`src/rtl/vmicro16_intc_apb_pkg.sv`:
```
// vmicro16 interrupt controller shared definitions.
// Register map, CLAIM valid bit and default PSELx slot.
package vmicro16_intc_apb_pkg;

  typedef enum logic [1:0] {
    INTC_ADDR_PEND  = 2'd0,
    INTC_ADDR_MASK  = 2'd1,
    INTC_ADDR_CLAIM = 2'd2,
    INTC_ADDR_DATA  = 2'd3
  } intc_addr_e;

  localparam int INTC_CLAIM_VALID = 15;
  localparam int INTC_PSELX_INDEX = 6;

endpackage

```
`src/rtl/vmicro16_intc_apb_prio_enc.sv`:
```
// Lowest-index-first priority encoder.
// Combinational; valid when any request bit is set.
module vmicro16_prio_enc #(
  parameter int N       = 8,
  parameter int ID_BITS = $clog2(N)
) (
  input  logic [N-1:0]       req,
  output logic               valid,
  output logic [ID_BITS-1:0] id
);

  always_comb begin
    valid = 1'b0;
    id    = '0;
    for (int i = N - 1; i >= 0; i--) begin
      if (req[i]) begin
        valid = 1'b1;
        id    = ID_BITS'(i);
      end
    end
  end

endmodule

```
`src/rtl/vmicro16_intc_apb.sv`:
```
// vmicro16 APB interrupt controller: edge pend, mask, claim.
// Optional per-source data latching: VMICRO16_INTC_DATA_LATCH_EN.
module vmicro16_intc_apb
  import vmicro16_intc_apb_pkg::*;
#(
  parameter int NUM_INT    = 8,
  parameter int DATA_WIDTH = 16,
  parameter int ID_BITS    = $clog2(NUM_INT)
) (
  input  logic                          clk,
  input  logic                          reset,
  input  logic [1:0]                    S_PADDR,
  input  logic                          S_PWRITE,
  input  logic                          S_PSELx,
  input  logic                          S_PENABLE,
  input  logic [DATA_WIDTH-1:0]         S_PWDATA,
  output logic [DATA_WIDTH-1:0]         S_PRDATA,
  output logic                          S_PREADY,
  input  logic [NUM_INT-1:0]            irq_in,
  input  logic [NUM_INT*DATA_WIDTH-1:0] irq_data_in,
  output logic [NUM_INT-1:0]            ints,
  output logic [NUM_INT*DATA_WIDTH-1:0] ints_data
);

  logic [NUM_INT-1:0]    prev, pend, mask;
  logic [NUM_INT-1:0]    masked, rise, clr, claim_oh;
  logic                  acc, rd, wr, claim, cv;
  logic [ID_BITS-1:0]    cid;
  logic [DATA_WIDTH-1:0] data_q, claim_word;
  logic                  unused_ok;

  assign acc      = S_PSELx & S_PENABLE;
  assign rd       = acc & ~S_PWRITE;
  assign wr       = acc & S_PWRITE;
  assign S_PREADY = acc;

  assign masked   = pend & mask;
  assign rise     = irq_in & ~prev;
  assign claim    = rd && (S_PADDR == INTC_ADDR_CLAIM) && cv;
  assign claim_oh = NUM_INT'(1) << cid;

  vmicro16_prio_enc #(
    .N       (NUM_INT),
    .ID_BITS (ID_BITS)
  ) u_enc (
    .req   (masked),
    .valid (cv),
    .id    (cid)
  );

  always_comb begin
    clr = '0;
    if (wr && (S_PADDR == INTC_ADDR_PEND))
      clr = S_PWDATA[NUM_INT-1:0];
    if (claim)
      clr = clr | claim_oh;
  end

  always_comb begin
    claim_word = '0;
    if (cv) begin
      claim_word[INTC_CLAIM_VALID] = 1'b1;
      claim_word[ID_BITS-1:0]      = cid;
    end
  end

  always_comb begin
    S_PRDATA = '0;
    if (acc) begin
      case (S_PADDR)
        INTC_ADDR_PEND:  S_PRDATA = DATA_WIDTH'(pend);
        INTC_ADDR_MASK:  S_PRDATA = DATA_WIDTH'(mask);
        INTC_ADDR_CLAIM: S_PRDATA = claim_word;
        INTC_ADDR_DATA:  S_PRDATA = data_q;
        default:         S_PRDATA = '0;
      endcase
    end
  end

  // a rise in the same cycle as a clear keeps the source pending
  always_ff @(posedge clk) begin
    if (!reset) begin
      prev <= '0;
      pend <= '0;
      mask <= '0;
      ints <= '0;
    end else begin
      prev <= irq_in;
      pend <= (pend & ~clr) | rise;
      if (wr && (S_PADDR == INTC_ADDR_MASK))
        mask <= S_PWDATA[NUM_INT-1:0];
      ints <= masked;
    end
  end

`ifdef VMICRO16_INTC_DATA_LATCH_EN
  logic [DATA_WIDTH-1:0] lat [NUM_INT];

  for (genvar i = 0; i < NUM_INT; i++) begin : g_lat
    always_ff @(posedge clk) begin
      if (!reset)
        lat[i] <= '0;
      else if (rise[i])
        lat[i] <= irq_data_in[i*DATA_WIDTH +: DATA_WIDTH];
    end
    assign ints_data[i*DATA_WIDTH +: DATA_WIDTH] = lat[i];
  end

  always_ff @(posedge clk) begin
    if (!reset)
      data_q <= '0;
    else if (claim)
      data_q <= lat[cid];
  end
`else
  assign ints_data = irq_data_in;
  assign data_q    = '0;
`endif

  assign unused_ok = ^S_PWDATA[DATA_WIDTH-1:NUM_INT];

endmodule
```
`config.mk`:
```
export PLATFORM = sky130hd
export DESIGN_NAME = vmicro16_intc_apb
export DESIGN_NICKNAME = d
export VERILOG_FILES = /design/src/rtl/vmicro16_intc_apb_pkg.sv /design/src/rtl/vmicro16_intc_apb_prio_enc.sv /design/src/rtl/vmicro16_intc_apb.sv
export SDC_FILE = /design/constraint.sdc
export NUM_CORES = 1
export LEC_CHECK = 0
export CAP_MARGIN = 15
export CORE_AREA = 3 3 120 122
export DETAILED_ROUTE_END_ITERATION = 10
export DIE_AREA = 0 0 123 125
export GPL_TIMING_DRIVEN = 0
export SLEW_MARGIN = 20
export SYNTH_ARGS = -nofsm -noshare
export SYNTH_HDL_FRONTEND = slang
export SYNTH_SLANG_ARGS = --single-unit
```
`constraint.sdc`:
```
create_clock -name clk -period 3.9 [get_ports clk]
set_clock_uncertainty 0.05 [all_clocks]
set_input_delay 0.78 -clock clk [delete_from_list [all_inputs] [get_ports clk]]
set_output_delay 0.78 -clock clk [all_outputs]
set_load 0.05 [all_outputs]
```
* Word level (Yosys, flattened, before mapping)
Index checks and enable logic that the tools add are counted.
** Operators by class
- Add/sub/neg operators :: 0
- Mux-type cells :: 22
- Multipliers :: 0
- Bitwise logic cells :: 11
- Equal/unequal tests :: 3
- Magnitude comparators :: 0
- Div/mod/pow operators :: 0
- Shift-type cells :: 1
- Reduce and logical (&&, ||, !) cells :: 5
** Operators with widths (count)
- 16-bit one-hot mux with 4 select lines :: 1
- 3-bit two-way mux :: 9
- 8-bit AND :: 3
- 16-bit two-way mux :: 1
- 8-bit two-way mux :: 2
- 8-bit NOT :: 2
- 8-bit bitwise OR :: 2
- 1-bit two-way mux :: 9
- 1-bit by 3-bit << shifter with 8-bit output (first input constant) :: 1
- 2-bit equality test (second input constant) :: 2
- 1-bit logical AND :: 4
- 1-bit AND :: 3
- 2-bit by 1-bit equality test with 1-bit output (second input constant) :: 1
- 2-bit zero test :: 1
- 1-bit NOT :: 1
** Word-level totals
- Latch bits :: 0
- Bits in read-only memories :: 0
- Memories kept :: 0
- RAM bits :: 0
- Logic and storage cells :: 46
- Register bits after elaboration :: 32
- Input port bits :: 159
- Output and inout bits :: 153

* Depth between registers and ports, before layout
- Depth after elaboration :: 15
- Mapped depth :: 5
- Gate-level depth less buffers :: 4

* Modules after synthesis
A second synthesis with hierarchy kept.
** Unflattened totals
- Cell total of the unflattened synthesis :: 314
- Area, all modules :: 2534.9 um2
** Modules (own cells, without submodules)
- vmicro16_intc_apb :: seq. area each 640.6 um2, times used 1, cells an instance 301, area an instance 2454.9 um2
- vmicro16_prio_enc :: seq. area each 0.0 um2, times used 1, cells an instance 13, area an instance 80.1 um2

* Worst setup path before layout
Ideal clock, no wire load.
- Path kind :: in2out
- Start point :: input S_PADDR[1]
- End point :: output S_PRDATA[0]
- Buffers on the path :: 2
- Arrival :: 2.133 ns
- Slack :: 0.937 ns
- Required time :: 3.070 ns
- Stages on the path :: 4
- Cell sequence :: buf_2 -> nand3b_1 -> clkbuf_1 -> o22ai_1
** On the way
- Longest elaborated chain between the ends :: 3
- Elaborated cells on any way between the ends :: 6
- Classes of those cells :: eq/ne: 3; mux: 2; reduce/logical: 1
** Ends and longest elaborated chain
- from (decl) :: line vmicro16_intc_apb.sv:12 : input logic [1:0] S_PADDR,
- 2-bit equality test (tied with other cells) :: line vmicro16_intc_apb.sv:70 : case (S_PADDR)
- 16-bit one-hot mux with 4 select lines (*) :: line vmicro16_intc_apb.sv:70
- 16-bit two-way mux (*) :: line vmicro16_intc_apb.sv:69 : if (acc) begin
- to (decl) :: line vmicro16_intc_apb.sv:17 : output logic [DATA_WIDTH-1:0] S_PRDATA,
Every way passes the cells marked *; elsewhere a longest branch is shown, timed or not. The select of a mux whose other input is x is not followed.

* Worst setup path in the final report
- Start point :: input S_PADDR[0]
- End point :: output S_PRDATA[0]
Same word-level chain as after synthesis.

==> impl_results.md <==
- Initial DRC Count: 77
- Routed WL: 8.58 mm
- Clock slew at reported path FFs: 0.05 ns
- Port Buf Inserts: 167
- Most common flop cell mapped by yosys: dfxtp_1
- Core area: 13300 sq um
- Tmin final: 3.75 ns
- Post-CTS Setup Bufs: 0
- Die width: 123 um
- Top cell type's share of synthesized area: 41.1%
- Synth area leaders: buf_4 41%, dfxtp_1 26%, nand2_1 4.0%
- CTS root buf: clkbuf_16
- Worst r2r path cells: 4
- Antenna cells: 0
- Fin area: 4560 sq um
- Syn Inst Count: 302
- Worst-skew pair later-pin latency: 0.28 ns
- Global-route wire length before repair: 12.7 mm
- Status: complete, no violations
- Flop and latch count out of synthesis: 32
- Post-layout nets: 641
- Gp weighted congestion: 0.827
- Arr. time, crit path: 2.92 ns
- RSZ-0062 raised after global routing: false
- # DRC: 0
- Cts bufs inserted: 5
- Initial Utilization: 18.5%
- Clk sink count: 32
- Vias in the first global route: 2606
- Placed inst area: 4380 sq um
- Period Utilization, post-route: 96.2%
- Hold Path Class: register to register
- DIE HEIGHT: 125 um
- Slew Limit Fails: 0
- Endpoint, Worst Hold: pend[2]$_SDFF_PN0_
- Routed Antenna Nets: 0
- GRT overflow: 0
- Post-Layout Cell Count: 659
- Layout cell share with drive strength beyond 1: 31.5%
- Hold depth: 1
- Leak pwr: 0.00201 uW
- Synthesis Warnings: 0
- Clock tree buffer depth: 2
- FMAX: 267 MHz
- Count of different cell masters after synthesis: 41
- H-tree levels: 2
- Syn Area/Cell: 8.16 sq um
- Pwr/cell area: 310 nW/um^2
- Ports: 312
- Worst-Margin Slew: 0.994 ns
- R2r startpoint: pend[2]$_SDFF_PN0_
- Vias/cell: 3.86
- Maximum vdd drop: 0.000145 V
- Die ar.: 15400 sq um
- Max_cap viols: 0
- Top cells by count, synth: 135 x buf_4, 32 x dfxtp_1, 26 x nand2_1
- Layout area overhead: 85.2%
- Required @ worst endpoint: 3.07 ns
- Critical Path Sink Type: output port
- Asr flop ratio synth: 0%
- CP Class: input port to output port
- Post-synth EDFFs: 0
- Register area share after synthesis: 26.0%
- Average wire per standard cell: 13.0 um
- Dpl cells: 651
- Antenna violations before repair: 0
- Worst slew margin: 33.6%
- CP Launch Type: input port
- Total number of vias: 2543
- Final hold viol count: 0
- Resize count post-CTS: 1
- CTS Hold Bufs: 0
- Pin count of the biggest net entering global routing: 11
- RR Endpoint: pend[4]$_SDFF_PN0_
- Final core occ: 34.3%
- DPL Wire Length: 7.32 mm
- Syn Std Cell Area: 2460 sq um
- Fill cells: 1352
- Max Fanout on Critical Path: 10
- # rows: 42
- Most frequent cell after synthesis: buf_4
- Count of final setup violators: 0
- CTS tree: done
- Hold path start: prev[2]$_SDFF_PN0_
- Drt first pass iters: 4
- Hold slack: 0.366 ns
- Dominant cell type by area after synthesis: buf_4
- Total GRT Usage: 10.2%
- Worst reg2reg setup slack: 1.96 ns
## worst max path at each step
stage,start,slack (ns),end
after floorplan,S_PADDR[1],0.94,S_PRDATA[0]
after detailed placement,S_PADDR[0],-0.05,S_PRDATA[0]
after global routing,S_PADDR[0],0.06,S_PRDATA[0]
after CTS,S_PADDR[0],0.13,S_PRDATA[0]
final,S_PADDR[0],0.15,S_PRDATA[0]
after global placement,S_PADDR[0],-0.03,S_PRDATA[0]
## critical path, stage by stage
cell and delay (ns):
clkdlybuf4s50_1 0.50, buf_2 0.26, nor2_1 0.14, o311ai_0 0.15
o22ai_1 0.23, clkdlybuf4s50_1 0.85
## power by group
part	switching, uW	leakage [uW]	internal (uW)	total, uW
registers	13.8	0.000263	341	355
clock network	138	0.0000901	336	474
logic	348	0.00165	238	586
total	500	0.00201	915	1410
## registers in the layout (all words and copies together) (netlist names)
name	cells
prev	8
ints	8
mask	8
pend	8
## per-layer routing
| metal | vias up | share of wire [%] | GRT usage, % | wire length, um |
|---|---|---|---|---|
| met4 | 0 | 0.64 | 2.35 | 55 |
| met2 | 159 | 57 | 20.9 | 4930 |
| met3 | 9 | 11 | 3.07 | 948 |
| met5 | - | 0 | 0 | 0 |
| li1 | 1226 | - | - | - |
| met1 | 1149 | 31 | 9.48 | 2650 |
## final cells by class
type / count / area (sq um) / area share [%]
tap: 176 / 220 / 4.83
multi-input combinational: 124 / 767 / 16.8
clock buffer: 7 / 153 / 3.35
clock inverter: 1 / 30.0 / 0.658
sequential: 32 / 641 / 14.0
inverter: 11 / 41.3 / 0.905
timing repair buffer: 167 / 1670 / 36.6
buffer: 141 / 1040 / 22.8
## logic make-up after synthesis
family,Yosys count,synth area share (%)
simple gates,60,12.5
compound gates,49,14.3
buf+inv,152,43.8
other cells,1,0.152
flops,32,26.0
mux,8,3.25
## cell usage in the layout, fill, tap and decap left out, drive strengths merged
| cell | netlist | routed |
|---|---|---|
| or3 | 1 | 1 |
| dfxtp | 32 | 32 |
| o22ai | 4 | 4 |
| o22a | 1 | 1 |
| and3 | 8 | 8 |
| a41oi | 1 | 1 |
| conb | 1 | 7 |
| o32ai | 1 | 1 |
| bufinv | 0 | 1 |
| nand3b | 2 | 2 |
| or4 | 1 | 1 |
| a221o | 2 | 2 |
| and2 | 5 | 5 |
| mux2i | 8 | 8 |
| a32oi | 2 | 2 |
| o21ai | 10 | 10 |
| nor4b | 1 | 1 |
| buf | 137 | 137 |
| and4bb | 1 | 1 |
| a2111oi | 1 | 1 |
| o311ai | 1 | 1 |
| nor3 | 1 | 1 |
| a32o | 2 | 2 |
| a21oi | 5 | 5 |
| o311a | 1 | 1 |
| and2b | 1 | 1 |
| nand4b | 1 | 1 |
| nand2 | 26 | 26 |
| a22o | 3 | 3 |
| inv | 11 | 11 |
| a22oi | 2 | 2 |
| a21o | 3 | 3 |
| a211oi | 1 | 1 |
| clkbuf | 4 | 11 |
| clkdlybuf4s50 | 0 | 167 |
| nor2 | 12 | 12 |
| o211ai | 1 | 1 |
| a21boi | 8 | 8 |
## per-stage QoR
stage	TNS [ns]	setup slack, ns	power (uW)
2_1_floorplan	0	0.937	776
3_3_place_gp	-0.0338	-0.0338	946
3_5_place_dp	-0.0702	-0.0537	950
4_1_cts	0	0.127	1430
5_1_grt	0	0.0601	1460
6_report	0	0.148	1410
Power figures use the tool's default switching activity.
